$ cat src/rtl/game_frame_compositor_if.sv
// Pixel-stream bundle between the game-logic stage and the compositor.
// slave = compositor side, master = upstream driver / output consumer.
interface game_frame_compositor_if;
  logic [10:0] hcount_in;
  logic [9:0]  vcount_in;
  logic        data_valid_in;
  logic        is_wall_in;
  logic        is_person_in;
  logic        is_collision_in;
  logic [7:0]  wall_depth_in;
  logic [7:0]  player_depth_in;
  logic [2:0]  game_state_in;
  logic [15:0] camera_pixel_in;
  logic [23:0] pixel_out;
  logic [10:0] hcount_out;
  logic [9:0]  vcount_out;
  logic        data_valid_out;
  logic [19:0] collision_count_out;
  logic        frame_done_out;
  logic        flash_active_out;

  modport slave (
    input  hcount_in, vcount_in, data_valid_in, is_wall_in, is_person_in,
           is_collision_in, wall_depth_in, player_depth_in, game_state_in,
           camera_pixel_in,
    output pixel_out, hcount_out, vcount_out, data_valid_out,
           collision_count_out, frame_done_out, flash_active_out
  );

  modport master (
    output hcount_in, vcount_in, data_valid_in, is_wall_in, is_person_in,
           is_collision_in, wall_depth_in, player_depth_in, game_state_in,
           camera_pixel_in,
    input  pixel_out, hcount_out, vcount_out, data_valid_out,
           collision_count_out, frame_done_out, flash_active_out
  );
endinterface

$ cat src/rtl/game_frame_compositor.sv
// Two-stage RGB565 -> RGB888 compositor with wall shading, per-frame collision count
// and an optional loss-flash FSM enabled by macro GAME_FRAME_COMPOSITOR_FLASH_EN.
module game_frame_compositor #(
  parameter int unsigned SCREEN_WIDTH   = 1280,
  parameter int unsigned SCREEN_HEIGHT  = 720,
  parameter int unsigned MAX_WALL_DEPTH = 75,
  parameter int unsigned FLASH_FRAMES   = 30
) (
  input  logic                   clk_in,
  input  logic                   rst_in,
  game_frame_compositor_if.slave bus
);

  localparam logic [10:0] LAST_H = 11'(SCREEN_WIDTH - 1);
  localparam logic [9:0]  LAST_V = 10'(SCREEN_HEIGHT - 1);
  localparam logic [8:0]  MAX_D  = (MAX_WALL_DEPTH > 255) ? 9'd256 : 9'(MAX_WALL_DEPTH);

  logic        w_eof;
  logic        w_coll_hit;
  logic        w_flash_on;
  logic [7:0]  w_r8, w_g8, w_b8;
  logic [9:0]  w_depth3;
  logic [7:0]  w_shade;
  logic [23:0] w_colour;
  logic        w_unused;

  logic        r_s1_valid, r_s1_wall, r_s1_person, r_s1_coll, r_s1_won, r_s1_flash;
  logic [10:0] r_s1_h;
  logic [9:0]  r_s1_v;
  logic [7:0]  r_s1_r, r_s1_g, r_s1_b, r_s1_shade;

  logic [23:0] r_pixel;
  logic [10:0] r_hcount;
  logic [9:0]  r_vcount;
  logic        r_valid;
  logic [19:0] r_acc;
  logic [19:0] r_coll_count;
  logic        r_frame_done;

  assign w_unused   = ^bus.player_depth_in;
  assign w_eof      = bus.data_valid_in && (bus.hcount_in == LAST_H) && (bus.vcount_in == LAST_V);
  assign w_coll_hit = bus.data_valid_in && bus.is_collision_in;

  assign w_r8 = {bus.camera_pixel_in[15:11], bus.camera_pixel_in[15:13]};
  assign w_g8 = {bus.camera_pixel_in[10:5],  bus.camera_pixel_in[10:9]};
  assign w_b8 = {bus.camera_pixel_in[4:0],   bus.camera_pixel_in[4:2]};

  assign w_depth3 = {2'b00, bus.wall_depth_in} + {1'b0, bus.wall_depth_in, 1'b0};
  assign w_shade  = (({1'b0, bus.wall_depth_in} >= MAX_D) || (w_depth3 > 10'd255))
                    ? 8'hFF : w_depth3[7:0];

`ifdef GAME_FRAME_COMPOSITOR_FLASH_EN
  typedef enum logic [1:0] {IDLE, FLASH, HOLD} flash_state_t;
  localparam logic [7:0] LAST_FRAME = 8'(FLASH_FRAMES - 1);

  flash_state_t r_state, w_state_nxt;
  logic [7:0]   r_frame_cnt, w_frame_cnt_nxt;
  logic [2:0]   r_prev_gs;

  always_ff @(posedge clk_in or negedge rst_in) begin
    if (!rst_in) begin
      r_state     <= IDLE;
      r_frame_cnt <= '0;
      r_prev_gs   <= 3'd1;
    end else begin
      r_state     <= w_state_nxt;
      r_frame_cnt <= w_frame_cnt_nxt;
      r_prev_gs   <= bus.game_state_in;
    end
  end

  always_comb begin
    w_state_nxt     = r_state;
    w_frame_cnt_nxt = r_frame_cnt;
    case (r_state)
      IDLE: if (bus.game_state_in == 3'd0 && r_prev_gs != 3'd0) begin
        w_state_nxt     = FLASH;
        w_frame_cnt_nxt = '0;
      end
      FLASH: begin
        if (bus.game_state_in != 3'd0) w_state_nxt = IDLE;
        else if (w_eof) begin
          if (r_frame_cnt == LAST_FRAME) w_state_nxt = HOLD;
          else w_frame_cnt_nxt = r_frame_cnt + 8'd1;
        end
      end
      HOLD: if (bus.game_state_in != 3'd0) w_state_nxt = IDLE;
      default: w_state_nxt = IDLE;
    endcase
  end

  assign w_flash_on           = (r_state == FLASH) && !r_frame_cnt[2];
  assign bus.flash_active_out = (r_state == FLASH);
`else
  assign w_flash_on           = 1'b0;
  assign bus.flash_active_out = 1'b0;
`endif

  always_ff @(posedge clk_in or negedge rst_in) begin
    if (!rst_in) begin
      r_s1_valid  <= 1'b0;
      r_s1_h      <= '0;
      r_s1_v      <= '0;
      r_s1_r      <= '0;
      r_s1_g      <= '0;
      r_s1_b      <= '0;
      r_s1_shade  <= '0;
      r_s1_wall   <= 1'b0;
      r_s1_person <= 1'b0;
      r_s1_coll   <= 1'b0;
      r_s1_won    <= 1'b0;
      r_s1_flash  <= 1'b0;
    end else begin
      r_s1_valid  <= bus.data_valid_in;
      r_s1_h      <= bus.hcount_in;
      r_s1_v      <= bus.vcount_in;
      r_s1_r      <= w_r8;
      r_s1_g      <= w_g8;
      r_s1_b      <= w_b8;
      r_s1_shade  <= w_shade;
      r_s1_wall   <= bus.is_wall_in;
      r_s1_person <= bus.is_person_in;
      r_s1_coll   <= bus.is_collision_in;
      r_s1_won    <= (bus.game_state_in == 3'd2);
      r_s1_flash  <= w_flash_on;
    end
  end

  always_comb begin
    w_colour = {r_s1_r, r_s1_g, r_s1_b};
    if (r_s1_flash || r_s1_coll)           w_colour = 24'hFF0000;
    else if (r_s1_wall && r_s1_person)     w_colour = {r_s1_shade, 8'h00, r_s1_b};
    else if (r_s1_wall)                    w_colour = {16'h0000, r_s1_shade};
    else if (r_s1_won && !r_s1_person)     w_colour = {r_s1_r, 8'hFF, r_s1_b};
  end

  always_ff @(posedge clk_in or negedge rst_in) begin
    if (!rst_in) begin
      r_pixel  <= '0;
      r_hcount <= '0;
      r_vcount <= '0;
      r_valid  <= 1'b0;
    end else begin
      r_pixel  <= r_s1_valid ? w_colour : '0;
      r_hcount <= r_s1_h;
      r_vcount <= r_s1_v;
      r_valid  <= r_s1_valid;
    end
  end

  // The end-of-frame pixel's own collision is folded into the published total.
  always_ff @(posedge clk_in or negedge rst_in) begin
    if (!rst_in) begin
      r_acc        <= '0;
      r_coll_count <= '0;
      r_frame_done <= 1'b0;
    end else if (w_eof) begin
      r_coll_count <= r_acc + 20'(w_coll_hit);
      r_acc        <= '0;
      r_frame_done <= 1'b1;
    end else begin
      r_acc        <= r_acc + 20'(w_coll_hit);
      r_frame_done <= 1'b0;
    end
  end

  assign bus.pixel_out           = r_pixel;
  assign bus.hcount_out          = r_hcount;
  assign bus.vcount_out          = r_vcount;
  assign bus.data_valid_out      = r_valid;
  assign bus.collision_count_out = r_coll_count;
  assign bus.frame_done_out      = r_frame_done;

endmodule

$ cat src/flat_wrapper.sv
// flat-port wrapper written by rule: the top's interface ports become plain ports
module game_frame_compositor_flat 
#(
  parameter int unsigned SCREEN_WIDTH   = 1280,
  parameter int unsigned SCREEN_HEIGHT  = 720,
  parameter int unsigned MAX_WALL_DEPTH = 75,
  parameter int unsigned FLASH_FRAMES   = 30
)
  (clk_in, rst_in, bus_hcount_in, bus_vcount_in, bus_data_valid_in, bus_is_wall_in, bus_is_person_in, bus_is_collision_in, bus_wall_depth_in, bus_player_depth_in, bus_game_state_in, bus_camera_pixel_in, bus_pixel_out, bus_hcount_out, bus_vcount_out, bus_data_valid_out, bus_collision_count_out, bus_frame_done_out, bus_flash_active_out);
  game_frame_compositor_if bus_i ();
  input  logic clk_in;
  input  logic rst_in;
  input wire logic [$bits(bus_i.hcount_in)-1:0] bus_hcount_in;
  input wire logic [$bits(bus_i.vcount_in)-1:0] bus_vcount_in;
  input wire logic [$bits(bus_i.data_valid_in)-1:0] bus_data_valid_in;
  input wire logic [$bits(bus_i.is_wall_in)-1:0] bus_is_wall_in;
  input wire logic [$bits(bus_i.is_person_in)-1:0] bus_is_person_in;
  input wire logic [$bits(bus_i.is_collision_in)-1:0] bus_is_collision_in;
  input wire logic [$bits(bus_i.wall_depth_in)-1:0] bus_wall_depth_in;
  input wire logic [$bits(bus_i.player_depth_in)-1:0] bus_player_depth_in;
  input wire logic [$bits(bus_i.game_state_in)-1:0] bus_game_state_in;
  input wire logic [$bits(bus_i.camera_pixel_in)-1:0] bus_camera_pixel_in;
  output wire logic [$bits(bus_i.pixel_out)-1:0] bus_pixel_out;
  output wire logic [$bits(bus_i.hcount_out)-1:0] bus_hcount_out;
  output wire logic [$bits(bus_i.vcount_out)-1:0] bus_vcount_out;
  output wire logic [$bits(bus_i.data_valid_out)-1:0] bus_data_valid_out;
  output wire logic [$bits(bus_i.collision_count_out)-1:0] bus_collision_count_out;
  output wire logic [$bits(bus_i.frame_done_out)-1:0] bus_frame_done_out;
  output wire logic [$bits(bus_i.flash_active_out)-1:0] bus_flash_active_out;
  assign bus_i.hcount_in = bus_hcount_in;
  assign bus_i.vcount_in = bus_vcount_in;
  assign bus_i.data_valid_in = bus_data_valid_in;
  assign bus_i.is_wall_in = bus_is_wall_in;
  assign bus_i.is_person_in = bus_is_person_in;
  assign bus_i.is_collision_in = bus_is_collision_in;
  assign bus_i.wall_depth_in = bus_wall_depth_in;
  assign bus_i.player_depth_in = bus_player_depth_in;
  assign bus_i.game_state_in = bus_game_state_in;
  assign bus_i.camera_pixel_in = bus_camera_pixel_in;
  assign bus_pixel_out = bus_i.pixel_out;
  assign bus_hcount_out = bus_i.hcount_out;
  assign bus_vcount_out = bus_i.vcount_out;
  assign bus_data_valid_out = bus_i.data_valid_out;
  assign bus_collision_count_out = bus_i.collision_count_out;
  assign bus_frame_done_out = bus_i.frame_done_out;
  assign bus_flash_active_out = bus_i.flash_active_out;
  game_frame_compositor #(.SCREEN_WIDTH(SCREEN_WIDTH), .SCREEN_HEIGHT(SCREEN_HEIGHT), .MAX_WALL_DEPTH(MAX_WALL_DEPTH), .FLASH_FRAMES(FLASH_FRAMES)) u_core (.clk_in(clk_in), .rst_in(rst_in), .bus(bus_i));
endmodule
$ cat config.mk
export PLATFORM = sky130hd
export DESIGN_NAME = game_frame_compositor_flat
export DESIGN_NICKNAME = d
export VERILOG_FILES = /design/src/rtl/game_frame_compositor_if.sv /design/src/rtl/game_frame_compositor.sv /design/src/flat_wrapper.sv
export SDC_FILE = /design/constraint.sdc
export NUM_CORES = 1
export LEC_CHECK = 0
export BUFFER_PORTS_ARGS = -buffer_cell sky130_fd_sc_hd__buf_2
export CORE_MARGIN = 8
export CORE_UTILIZATION = 47
export DETAILED_ROUTE_END_ITERATION = 16
export PLACE_DENSITY = 0.87
export SYNTH_ARGS = -nofsm -noshare
export SYNTH_HDL_FRONTEND = slang
export SYNTH_SLANG_ARGS = --single-unit
$ cat constraint.sdc
create_clock -name clk_in -period 1.55 [get_ports clk_in]
set_clock_uncertainty 0.1 [all_clocks]
set_input_delay 0.155 -clock clk_in [delete_from_list [all_inputs] [get_ports clk_in]]
set_output_delay 0.155 -clock clk_in [all_outputs]
set_load 0.02 [all_outputs]
==> impl_summary.md <==
Run status
The flow ran to the end, but the final reports show violations. The checks that failed: negative setup slack.

Timing
Of the available clock period, the critical path in the final layout requires 109%. The worst setup margin is -134 ps. Setup repair after global routing could not meet its margin everywhere. Setup violations remaining at the end of the flow were counted as 18. The time the worst path needs with I/O delays and setup is 1680 ps. The maximum operating frequency is 594 MHz. The number of hold-slack violations in the final timing report is 0. At the pin with the least slew margin, the transition time is 726 ps. The worst pin sits at a relative slew slack of 51.4%. The count of pins over their slew limit came to 0.

Placed design
Once detailed placement completed, the half-perimeter wirelength came to 8150 um. The quantity of I/O buffers inserted on ports is 120. Routability-driven placement finished with a final weighted congestion of 0.839. The area of placed instances is 5960 um2.

CTS
Counting the buffers created by CTS gives 17. In this run the number of H-tree levels came out at 4. TritonCTS built the clock tree.

For the worst-skew pair, the clock arrives at the later sink with an insertion delay of 510 ps. The clock net in this run drives a total of 135 sinks. The clock root buffer master is sky130_fd_sc_hd__clkbuf_8. Clock-pin slew was measured on the worst setup and hold paths at 60 ps. The buffer levels on the longest clock path is 2.

Yosys
The post-synthesis cell type with the largest combined area is sky130_fd_sc_hd__dfrtp_1. The most used standard cell by instance count after synthesis is sky130_fd_sc_hd__dfrtp_1. In this run, synthesis inferred 0 flip-flops with an integrated enable. The register area share after synthesis is 70.0%. By count the netlist is led by sky130_fd_sc_hd__dfrtp_1, sky130_fd_sc_hd__nand2_1, sky130_fd_sc_hd__nor2_1. For this run, asynchronously set or reset flops after synthesis account for 100%. The post-synthesis cell type count is 41. The area share of the largest cell type after synthesis is 70.0%. The synthesized netlist cell count is 377.

After synthesis the netlist holds a flip-flop and latch count of 135. Synthesis produced a netlist with a net count of 455. In this run the cell area of the synthesized design comes to 4830 um2. Averaged over all synthesized cells, the footprint is 12.8 um2.

The number of warnings issued by yosys is 0. Yosys attributes the largest share of cell area to sky130_fd_sc_hd__dfrtp_1, sky130_fd_sc_hd__ha_1, sky130_fd_sc_hd__nand2_1, sky130_fd_sc_hd__nor2_1, sky130_fd_sc_hd__xor2_1. The most used flip-flop cell after synthesis is sky130_fd_sc_hd__dfrtp_1.

Global route
Entering global routing, the biggest net connects 44 pins. The first global-routing pass estimated 20700 um of wire. The number of global-route vias before repair came to 4096. The initial antenna violation count is 0. The aggregate global routing overflow is 0. The global-route usage over all layers is 18.9%.

Setup path
The biggest fanout along the worst timing path is 6. The critical path goes through ha_2, ha_4, nand3_4, nor2_4, and3_4, xnor2_2, o21ai_1. In this run the critical register-to-register path is launched from u_core.r_acc[0]$_DFF_PN0_. The launching instance or port of the critical path is u_core.r_acc[0]$_DFF_PN0_. At the worst endpoint, the required time is 1850 ps. The category of the worst setup path launch point is a flip-flop. The largest single stage delay on the critical path is 330 ps.

The critical path is of the reg2reg type. The critical path capture point type is a flip-flop. Data arrives at the worst endpoint at 1980 ps. For this design, the slowest cell found on the critical path is sky130_fd_sc_hd__dfrtp_1.

Layout
Of the cells placed in the final design, the portion with a size suffix greater than 1 is 38.9%. The net total in the final layout is 680. The number of antenna diodes in the final layout is 0.

The final instance area is 7390 um2. For this run, the share of the core covered by cells in the final layout is 72.9%. The area growth from synthesis to layout is 53.1%. The layout filler cell count is 610. In the final layout, flip-flops and latches occupy 3380 um2. The area of the multi-input gates is 1600 um2.

Power
The power density normalized to cell area is 1220 nW/um2. The combinational share of power is 11.6%. Total power for the finished layout comes to 9.02 mW. IR analysis of the VDD net gives a maximum drop of 0.850 mV. The clock network burns 45.8% of the power. The analysis attributes to cell leakage a power of 3.63 nW. The internal power is 6.97 mW. The net switching component of the power is 2.05 mW.

Net switching is 22.7% of the power. The share of total power dissipated in sequential elements is 42.6%.

Die
The floorplan step defined a die boundary enclosing 13800 um2. The die outline width is 117 um. The I/O pin total is 130.

The count of standard-cell rows is 37. The die is 117 um tall. The initial standard-cell utilization of the core is 47.6%. The total area inside the core boundary comes to 10100 um2.

Min path
The startpoint of the lowest-slack hold path is bus_is_collision_in. The tightest min-delay check is of the in2reg type.

Drt
After detailed routing, the total wire length is 13300 um. Detailed routing inserted a total of 3728 vias. The antenna violation net count after detailed routing is 0. The average wire per cell in the routed design is 17.7 um. The total iterations of the first detailed-routing run is 4.

After detailed routing, the number of remaining DRC violations is 0. Using the TritonRoute via totals, the vias-per-cell ratio works out to 4.96. In this run, the number of DRC markers left after iteration 0 of detailed routing was 193.

Run
The reported max-cap violation count is 0.
## layout make-up
class                           count  share of cell area (%)
Clock buffer                       25                    6.96
Clock inverter                      7                    1.52
Tap cell                          136                    2.30
Timing Repair Buffer              216                    21.2
Sequential cell                   135                    45.7
Multi-Input combinational cell    221                    21.7
Inverter                           11                   0.627
## kinds of logic (layout without fill, tap and decap cells)
family / after synthesis / count (layout) / synth area share (%)
flops: 135 / 135 / 70.0
simple gates: 127 / 127 / 12.4
compound gates: 56 / 56 / 7.39
buf+inv: 21 / 259 / 2.02
xor+xnor: 20 / 20 / 3.63
fa+ha+maj: 16 / 16 / 4.30
other cells: 1 / 1 / 0.0777
mux: 1 / 1 / 0.207
## worst max-delay path: cells and delay by family (launching register included)
kind	cells	cell delay (ps)
XOR/XNOR	1	140
adder cells (fa/ha/maj)	2	370
flip-flops	1	330
AO/OA/AOI/OAI	1	80
AND/OR/NAND/NOR	3	560
## routing by layer
layer	up-vias	routed length (um)	global-route usage, %
li1	1694	-	-
met1	1860	5090	19.9
met2	146	7150	34.0
met3	28	728	5.42
met4	0	301	9.00
met5	-	0	0
## final timing paths
| path | slack (ps) | depth (start not counted) | end |
|---|---|---|---|
| min in group asynchronous | 120 | 3 | u_core.r_s1_valid$_DFF_PN0_ |
| hold reg to reg | 240 | 0 | u_core.bus.vcount_out[7]$_DFF_PN0_ |
| setup reg to reg | -130 | 7 | u_core.bus.collision_count_out[10]$_DFFE_PN0P_ |
| setup / recovery | -130 | 7 | u_core.bus.collision_count_out[10]$_DFFE_PN0P_ |
| hold / removal | 60 | 5 | u_core.bus.collision_count_out[0]$_DFFE_PN0P_ |
| max in group asynchronous | 90 | 3 | u_core.r_s1_h[10]$_DFF_PN0_ |
## state kept, by name, indices dropped and copies added (netlist names), 6 cells and up
signal	cells
u_core.r_s1_v	10
u_core.r_s1_g	6
u_core.r_s1_h	11
u_core.bus.pixel_out	22
u_core.r_acc	20
u_core.r_s1_shade	8
u_core.bus.collision_count_out	20
u_core.bus.vcount_out	10
u_core.bus.hcount_out	11
## stage by stage
step | TNS [ps] | std cells | hold slack (ps) | worst slack (ps)
final | -1280 | 751 | 58.7 | -134
after CTS | -799 | 749 | 52.5 | -87.0
after floorplan | -1590 | 377 | -241 | -317
after detailed placement | -9960 | 666 | -13.6 | -504
after global routing | -4480 | 751 | 90.7 | -208
after global placement | -8430 | 666 | -20.6 | -421
## layout by cell type, fill, tap and decap left out, types with 4 or more instances in the layout
| master | count |
|---|---|
| sky130_fd_sc_hd__clkbuf_16 | 17 |
| sky130_fd_sc_hd__ha_1 | 12 |
| sky130_fd_sc_hd__xnor2_2 | 6 |
| sky130_fd_sc_hd__inv_1 | 9 |
| sky130_fd_sc_hd__nand4_1 | 6 |
| sky130_fd_sc_hd__nand2b_1 | 4 |
| sky130_fd_sc_hd__buf_4 | 39 |
| sky130_fd_sc_hd__nor2_1 | 28 |
| sky130_fd_sc_hd__a21oi_1 | 17 |
| sky130_fd_sc_hd__clkbuf_8 | 8 |
| sky130_fd_sc_hd__and2_1 | 4 |
| sky130_fd_sc_hd__dfrtp_1 | 135 |
| sky130_fd_sc_hd__o21a_1 | 7 |
| sky130_fd_sc_hd__buf_12 | 4 |
| sky130_fd_sc_hd__o21ai_1 | 17 |
| sky130_fd_sc_hd__nand3_2 | 4 |
| sky130_fd_sc_hd__and3_1 | 5 |
| sky130_fd_sc_hd__buf_6 | 5 |
| sky130_fd_sc_hd__xor2_1 | 4 |
| sky130_fd_sc_hd__a21boi_0 | 6 |
| sky130_fd_sc_hd__nand2_1 | 49 |
| sky130_fd_sc_hd__dlygate4sd3_1 | 49 |
| sky130_fd_sc_hd__buf_2 | 115 |
| sky130_fd_sc_hd__xor2_2 | 7 |
| sky130_fd_sc_hd__nor2b_1 | 4 |
## power groups by stage
| stage | sequential, mW | combinational, mW | clock [mW] |
|---|---|---|---|
| final | 3.84 | 1.05 | 4.13 |
| after global routing | 3.85 | 1.15 | 4.35 |
| after CTS | 3.84 | 0.989 | 4.18 |
| after detailed placement | 3.88 | 0.861 | 0 |
| after global placement | 3.87 | 0.818 | 0 |
| after floorplan | 3.96 | 0.310 | 0 |
## timing repair
item                                    4_1_cts  5_1_grt
hold buffers                                 49        2
pin swaps                                     8       23
gates resized for setup                      14       37
hold endpoints to repair                    180       18
setup buffers                                 2        3
endpoints found under the setup margin       18       62
cloned                                        0        2
Power figures use the tool's default switching activity.
